===== config.mk =====
export PLATFORM = sky130hd
export DESIGN_NAME = direct_mapped_cache
export DESIGN_NICKNAME = d
export VERILOG_FILES = /design/src/rtl/direct_mapped_cache.sv
export SDC_FILE = /design/constraint.sdc
export NUM_CORES = 1
export LEC_CHECK = 0
export ABC_AREA = 1
export CORE_ASPECT_RATIO = 0.8
export CORE_MARGIN = 1
export CORE_UTILIZATION = 45
export CTS_BUF_LIST = sky130_fd_sc_hd__clkbuf_4
export CTS_CLUSTER_DIAMETER = 40
export DETAILED_ROUTE_END_ITERATION = 10
export HOLD_SLACK_MARGIN = 0.03
export MAX_ROUTING_LAYER = met4
export PLACE_DENSITY = 0.72
export SYNTH_ARGS = -nofsm -noshare
export SYNTH_HDL_FRONTEND = slang
export SYNTH_SLANG_ARGS = --single-unit

===== constraint.sdc =====
create_clock -name clk -period 4.2 [get_ports clk]
set_clock_uncertainty 0.2 [all_clocks]
set_input_delay 0.84 -clock clk [delete_from_list [all_inputs] [get_ports clk]]
set_output_delay 0.84 -clock clk [all_outputs]
set_load 0.01 [all_outputs]

===== src/rtl/direct_mapped_cache.sv =====
// direct_mapped_cache
//   Write-back, write-allocate, direct-mapped cache with one word per line,
//   placed between a CPU (valid/ready request, one-cycle response pulse) and
//   a MainMemory with 1-cycle read latency.
//
// Ports
//   clk, rst_n        clock; synchronous active-low reset
//   cpu_req_*         CPU request: valid/ready handshake, write flag, addr, wdata
//   cpu_resp_*        registered response: valid pulse, load data (0 on stores), hit flag
//   mem_read/mem_write/mem_address/mem_write_data
//                     Moore outputs to MainMemory, decoded from the state register
//   mem_read_data     MainMemory read data, valid the cycle after mem_read
//
// Configuration
//   CACHE_STATS_EN    when defined, adds saturating 16-bit hit_count/miss_count outputs.
module direct_mapped_cache #(
    parameter int unsigned ADDR_WIDTH  = 16,
    parameter int unsigned DATA_WIDTH  = 16,
    parameter int unsigned INDEX_WIDTH = 4
) (
    input  logic                  clk,
    input  logic                  rst_n,
    input  logic                  cpu_req_valid,
    output logic                  cpu_req_ready,
    input  logic                  cpu_req_write,
    input  logic [ADDR_WIDTH-1:0] cpu_req_addr,
    input  logic [DATA_WIDTH-1:0] cpu_req_wdata,
    output logic                  cpu_resp_valid,
    output logic [DATA_WIDTH-1:0] cpu_resp_rdata,
    output logic                  cpu_resp_hit,
    output logic                  mem_read,
    output logic                  mem_write,
    output logic [ADDR_WIDTH-1:0] mem_address,
    output logic [DATA_WIDTH-1:0] mem_write_data,
    input  logic [DATA_WIDTH-1:0] mem_read_data
`ifdef CACHE_STATS_EN
    ,
    output logic [15:0]           hit_count,
    output logic [15:0]           miss_count
`endif
);

    localparam int unsigned TAG_WIDTH = ADDR_WIDTH - INDEX_WIDTH;
    localparam int unsigned LINES     = 1 << INDEX_WIDTH;

    typedef enum logic [2:0] {
        IDLE,
        COMPARE,
        WRITEBACK,
        ALLOCATE,
        FILL
    } state_e;

    state_e state_q, state_d;

    // Latched request
    logic                  req_write_q;
    logic [ADDR_WIDTH-1:0] req_addr_q;
    logic [DATA_WIDTH-1:0] req_wdata_q;

    // Line storage; only valid/dirty are reset
    logic [LINES-1:0]      valid_q;
    logic [LINES-1:0]      dirty_q;
    logic [TAG_WIDTH-1:0]  tag_q  [LINES];
    logic [DATA_WIDTH-1:0] data_q [LINES];

    logic                  resp_valid_q;
    logic [DATA_WIDTH-1:0] resp_rdata_q;
    logic                  resp_hit_q;

    logic [INDEX_WIDTH-1:0] idx;
    logic [TAG_WIDTH-1:0]   req_tag;
    logic                   hit;
    logic                   accept;

    assign idx     = req_addr_q[INDEX_WIDTH-1:0];
    assign req_tag = req_addr_q[ADDR_WIDTH-1:INDEX_WIDTH];
    assign hit     = valid_q[idx] && (tag_q[idx] == req_tag);
    assign accept  = cpu_req_valid && cpu_req_ready;

    assign cpu_resp_valid = resp_valid_q;
    assign cpu_resp_rdata = resp_rdata_q;
    assign cpu_resp_hit   = resp_hit_q;

    // Next state and Moore outputs
    always_comb begin
        state_d        = state_q;
        cpu_req_ready  = 1'b0;
        mem_read       = 1'b0;
        mem_write      = 1'b0;
        mem_address    = '0;
        mem_write_data = '0;
        case (state_q)
            IDLE: begin
                cpu_req_ready = 1'b1;
                if (cpu_req_valid) state_d = COMPARE;
            end
            COMPARE: begin
                if (hit)                          state_d = IDLE;
                else if (valid_q[idx] && dirty_q[idx]) state_d = WRITEBACK;
                else                              state_d = ALLOCATE;
            end
            WRITEBACK: begin
                mem_write      = 1'b1;
                mem_address    = {tag_q[idx], idx};
                mem_write_data = data_q[idx];
                state_d        = ALLOCATE;
            end
            ALLOCATE: begin
                mem_read    = 1'b1;
                mem_address = req_addr_q;
                state_d     = FILL;
            end
            FILL: begin
                state_d = IDLE;
            end
            default: state_d = IDLE;
        endcase
    end

    // Control state, flags and response
    always_ff @(posedge clk) begin
        if (!rst_n) begin
            state_q      <= IDLE;
            valid_q      <= '0;
            dirty_q      <= '0;
            req_write_q  <= 1'b0;
            req_addr_q   <= '0;
            req_wdata_q  <= '0;
            resp_valid_q <= 1'b0;
            resp_rdata_q <= '0;
            resp_hit_q   <= 1'b0;
        end else begin
            state_q      <= state_d;
            resp_valid_q <= 1'b0;
            if (accept) begin
                req_write_q <= cpu_req_write;
                req_addr_q  <= cpu_req_addr;
                req_wdata_q <= cpu_req_wdata;
            end
            if (state_q == COMPARE && hit) begin
                resp_valid_q <= 1'b1;
                resp_hit_q   <= 1'b1;
                resp_rdata_q <= req_write_q ? '0 : data_q[idx];
                if (req_write_q) dirty_q[idx] <= 1'b1;
            end
            if (state_q == FILL) begin
                resp_valid_q <= 1'b1;
                resp_hit_q   <= 1'b0;
                resp_rdata_q <= req_write_q ? '0 : mem_read_data;
                valid_q[idx] <= 1'b1;
                dirty_q[idx] <= req_write_q;
            end
        end
    end

    // Tag/data arrays: not reset, writes suppressed while reset is asserted
    always_ff @(posedge clk) begin
        if (rst_n) begin
            if (state_q == COMPARE && hit && req_write_q) begin
                data_q[idx] <= req_wdata_q;
            end
            if (state_q == FILL) begin
                tag_q[idx]  <= req_tag;
                data_q[idx] <= req_write_q ? req_wdata_q : mem_read_data;
            end
        end
    end

`ifdef CACHE_STATS_EN
    logic [15:0] hit_cnt_q;
    logic [15:0] miss_cnt_q;

    assign hit_count  = hit_cnt_q;
    assign miss_count = miss_cnt_q;

    // Counted on the same edge that raises cpu_resp_valid; saturating
    always_ff @(posedge clk) begin
        if (!rst_n) begin
            hit_cnt_q  <= '0;
            miss_cnt_q <= '0;
        end else begin
            if (state_q == COMPARE && hit && hit_cnt_q != 16'hFFFF) begin
                hit_cnt_q <= hit_cnt_q + 16'd1;
            end
            if (state_q == FILL && miss_cnt_q != 16'hFFFF) begin
                miss_cnt_q <= miss_cnt_q + 16'd1;
            end
        end
    end
`endif

endmodule

==> flow_summary.json <==
{
  "stdcell_count": 3134,
  "syn_avg_cell_area_sq_um": 10.5,
  "ctsHoldBuffers": 0,
  "area_growth_pct": 20.2,
  "cp_max_fo": 19,
  "grt_start_max_net_pins": 69,
  "r2r_slack_ns": 0.62,
  "drv_slew": 0,
  "die_h_microns": 202,
  "cpLargestDelayFamily": "buffers and inverters",
  "crit_required_ns": 3.16,
  "start_util_pct": 46.1,
  "hold_path.class": "register to register",
  "ant_nets": 0,
  "met2_length_microns": 29600,
  "wl_per_cell_microns": 21.2,
  "leakage_nw": 10.5,
  "core_sq_um": 48900,
  "clk_latency_ns": 0.89,
  "rows": 72,
  "finalSetupTns_ns": 0,
  "report.final.hold_viol_count": 0,
  "period_needed_ns": 4.09,
  "clkTransAtPathRegs_ns": 0.07,
  "slew_headroom_pct": 11.6,
  "drt-total-wl_microns": 66500,
  "place.gp.congestion": 0.923,
  "ys_seq_area_share_pct": 67.6,
  "setup_viol": 0,
  "drive_above_1_share_pct": 15.1,
  "cts.path.max_buffers": 3,
  "track_usage_pct": 26.5,
  "grt_pass1_wl_microns": 99300,
  "ys_ff_latch": 538,
  "fmax_ghz": 0.244,
  "syn_nets": 2208,
  "highest_layer": "met4",
  "timing.rr.end": "data_q[0][5]$_DFFE_PP_",
  "routed_via_density": 5.66,
  "worst_slew_pin_slew_ns": 1.33,
  "drc": 0,
  "gr-total-overflow": 0,
  "cts_sinks": 538,
  "dp.cells": 2866,
  "io_pins": 105,
  "timing.rr.start": "req_addr_q[1]$_SDFFE_PN0P_",
  "switchingPower_mw": 3.39,
  "p_per_area_nw_per_um2": 455,
  "outcome": "finished, final reports clean",
  "power.share.switching_pct": 27.5,
  "drtIter0Drc": 2318,
  "wl_met1_microns": 26900,
  "vdd_ir_drop_max_v": 0.000268,
  "cpMaxStageDelayCell": "clkdlybuf4s50_1",
  "ys_types": 32,
  "hold_depth": 2,
  "period_share_pct": 97.4,
  "crit_path_end_kind": "output pin",
  "synth_warnings": 0,
  "synthesis.area_sq_um": 22600,
  "seq_power_share_pct": 48.8,
  "setup.worst_path.start_class": "register",
  "vias": 17700,
  "internal-power_mw": 8.94,
  "cts_tree": "done",
  "met3_length_microns": 8580,
  "reg2reg_depth": 17,
  "rsz0062_at_grt": "yes",
  "whs_endpoint": "req_wdata_q[7]$_SDFFE_PN0P_",
  "die_w_microns": 252,
  "cp_cell_sequence": "clkinv_8 -> buf_12 -> nor2_1 -> o21ai_0 -> nand3_1 -> nand3_1 -> nand2_1 -> nand2_1 -> o21ai_0 -> clkdlybuf4s50_1",
  "cp_num_buf_inv": 3,
  "antenna_found_initial": 2,
  "clkPwrFrac_pct": 37.9,
  "cts.htree.levels": 4,
  "first_global_vias": 17000,
  "max_stage_delay_ns": 0.57,
  "min_from": "req_wdata_q[7]$_SDFFE_PN0P_",
  "cts-root-buf": "clkbuf_4",
  "cp.arrival_ns": 3.05,
  "power_frac_comb_pct": 13.3,
  "dp_hpwl_microns": 37100,
  "port-buffer-count": 104,
  "drt_pre_antenna_iters": 6,
  "nets": 2410,
  "synth_cells": 2156,
  "dieArea_sq_um": 51000,
  "cts_buffers": 138,
  "setup.worst_path.class": "register to output pin",
  "cap_violations": 0
}
==> how the worst max path moves through the flow <==
stage                   from                      end  slack (ns)  cells after the start
floorplan           register   data_q[2][0]$_DFFE_PP_        1.02                     16
global placement    register        mem_write_data[6]        0.62                     10
detailed placement  register  data_q[2][14]$_DFFE_PP_        0.56                     17
CTS                 register       mem_write_data[11]     0.00002                      9
global route        register        mem_write_data[9]       -0.01                     10
finish              register          mem_address[12]        0.11                     10
==> kinds of logic (layout without fill, tap and decap cells) <==
family,Yosys count,count (layout),share of synthesized area [%]
buffers and inverters,326,636,5.78
flip-flops,538,538,67.6
other,0,2,0
AO/OA/AOI/OAI,420,420,10.7
AND/OR/NAND/NOR,872,872,15.9
==> metal layers <==
| layer | GRT usage (%) | vias up |
|---|---|---|
| met5 | - | - |
| li1 | - | 7965 |
| met4 | 8.61 | 0 |
| met3 | 6.50 | 113 |
| met1 | 36.9 | 8402 |
| met2 | 38.1 | 1263 |
==> cells in the mapped netlist <==
library cell  number  area share, %
a31oi_1            2          0.055
or2_2              1          0.028
o21ai_0          209            4.6
nor2_1           336            5.6
inv_4              1          0.028
buf_6              5           0.25
inv_2              2          0.033
a221oi_1           1          0.039
buf_1             12           0.20
nor2_4             2           0.10
nand2_2            1          0.028
a21oi_1           83            1.8
dfxtp_1           90            8.0
edfxtp_1         448             60
a22oi_1            3           0.10
nor3_1             1          0.022
buf_2             27           0.60
nand3_1          152            3.4
clkbuf_1          88            1.5
nand2_1          349            5.8
o21bai_1           1          0.033
inv_1            187            3.1
clkinv_1           2          0.033
buf_4              1          0.033
clkbuf_2           1          0.022
nor2_2            12           0.33
o22ai_1           48            1.3
o221ai_1          48            1.9
nand3_4            2           0.16
o21ai_1            4          0.089
nand4_1           16           0.44
o211ai_1          21           0.70
==> power groups by stage <==
stage	Clock (mW)	Sequential [mW]	Combinational, mW
floorplan	0	6.07	0.890
global placement	0	6.11	1.41
detailed placement	0	6.12	1.44
CTS	4.70	6.01	1.58
global route	4.98	6.02	1.74
finish	4.67	6.02	1.64
==> cells in the final DEF, fill, tap and decap left out, types with 52 or more instances in the layout <==
master	n
a21oi_1	83
buf_4	52
clkbuf_4	220
clkdlybuf4s50_1	78
dfxtp_1	87
edfxtp_1	448
inv_1	185
nand2_1	345
nand3_1	146
nor2_1	330
o21ai_0	209
==> per-stage QoR <==
stage | power [mW] | setup slack [ns] | utilization, % | hold WS, ns | cell area, sq um
2_1_floorplan | 6.96 | 1.02 | - | 0.230 | 22600
3_3_place_gp | 7.52 | 0.617 | 50.5 | 0.236 | 24700
3_5_place_dp | 7.56 | 0.562 | 50.5 | 0.237 | 24700
4_1_cts | 12.3 | 0.0000153 | 55.1 | 0.247 | 27000
5_1_grt | 12.8 | -0.0107 | 55.4 | 0.279 | 27100
6_report | 12.3 | 0.107 | 55.4 | 0.256 | 27100
==> layout make-up <==
type                            instances  area (sq um)
Clock buffer                          220          1650
Antenna cell                            2          5.00
Fill cell                            4025         21800
Timing Repair Buffer                  193          2320
Multi-Input combinational cell       1292          6050
Clock inverter                         28           195
Sequential cell                       538         15300
Inverter                              192           752
Tap cell                              666           833
Timing Repair inverter                  3          28.8
==> tightest hold or removal path, stage by stage, from the launching register on <==
cell,delay [ns]
dfxtp_1,0.30
inv_1,0.06
a21oi_1,0.05
==> state kept, by name (all words and copies together), names as in the netlist, named ones only <==
register        flops
cpu_resp_hit        1
cpu_resp_rdata     16
cpu_resp_valid      1
data_q            256
dirty_q            16
req_addr_q         16
req_wdata_q        16
req_write_q         1
state_q             3
tag_q             192
valid_q            16
==> what timing repair did <==
| item | in CTS | in global routing |
|---|---|---|
| gates resized for setup | 22 | 38 |
| gates cloned | 10 | 3 |
| endpoints found under the setup margin | 27 | 26 |
| buffers inserted | 3 | 2 |
Note: power is estimated with default switching activity, not from simulation.
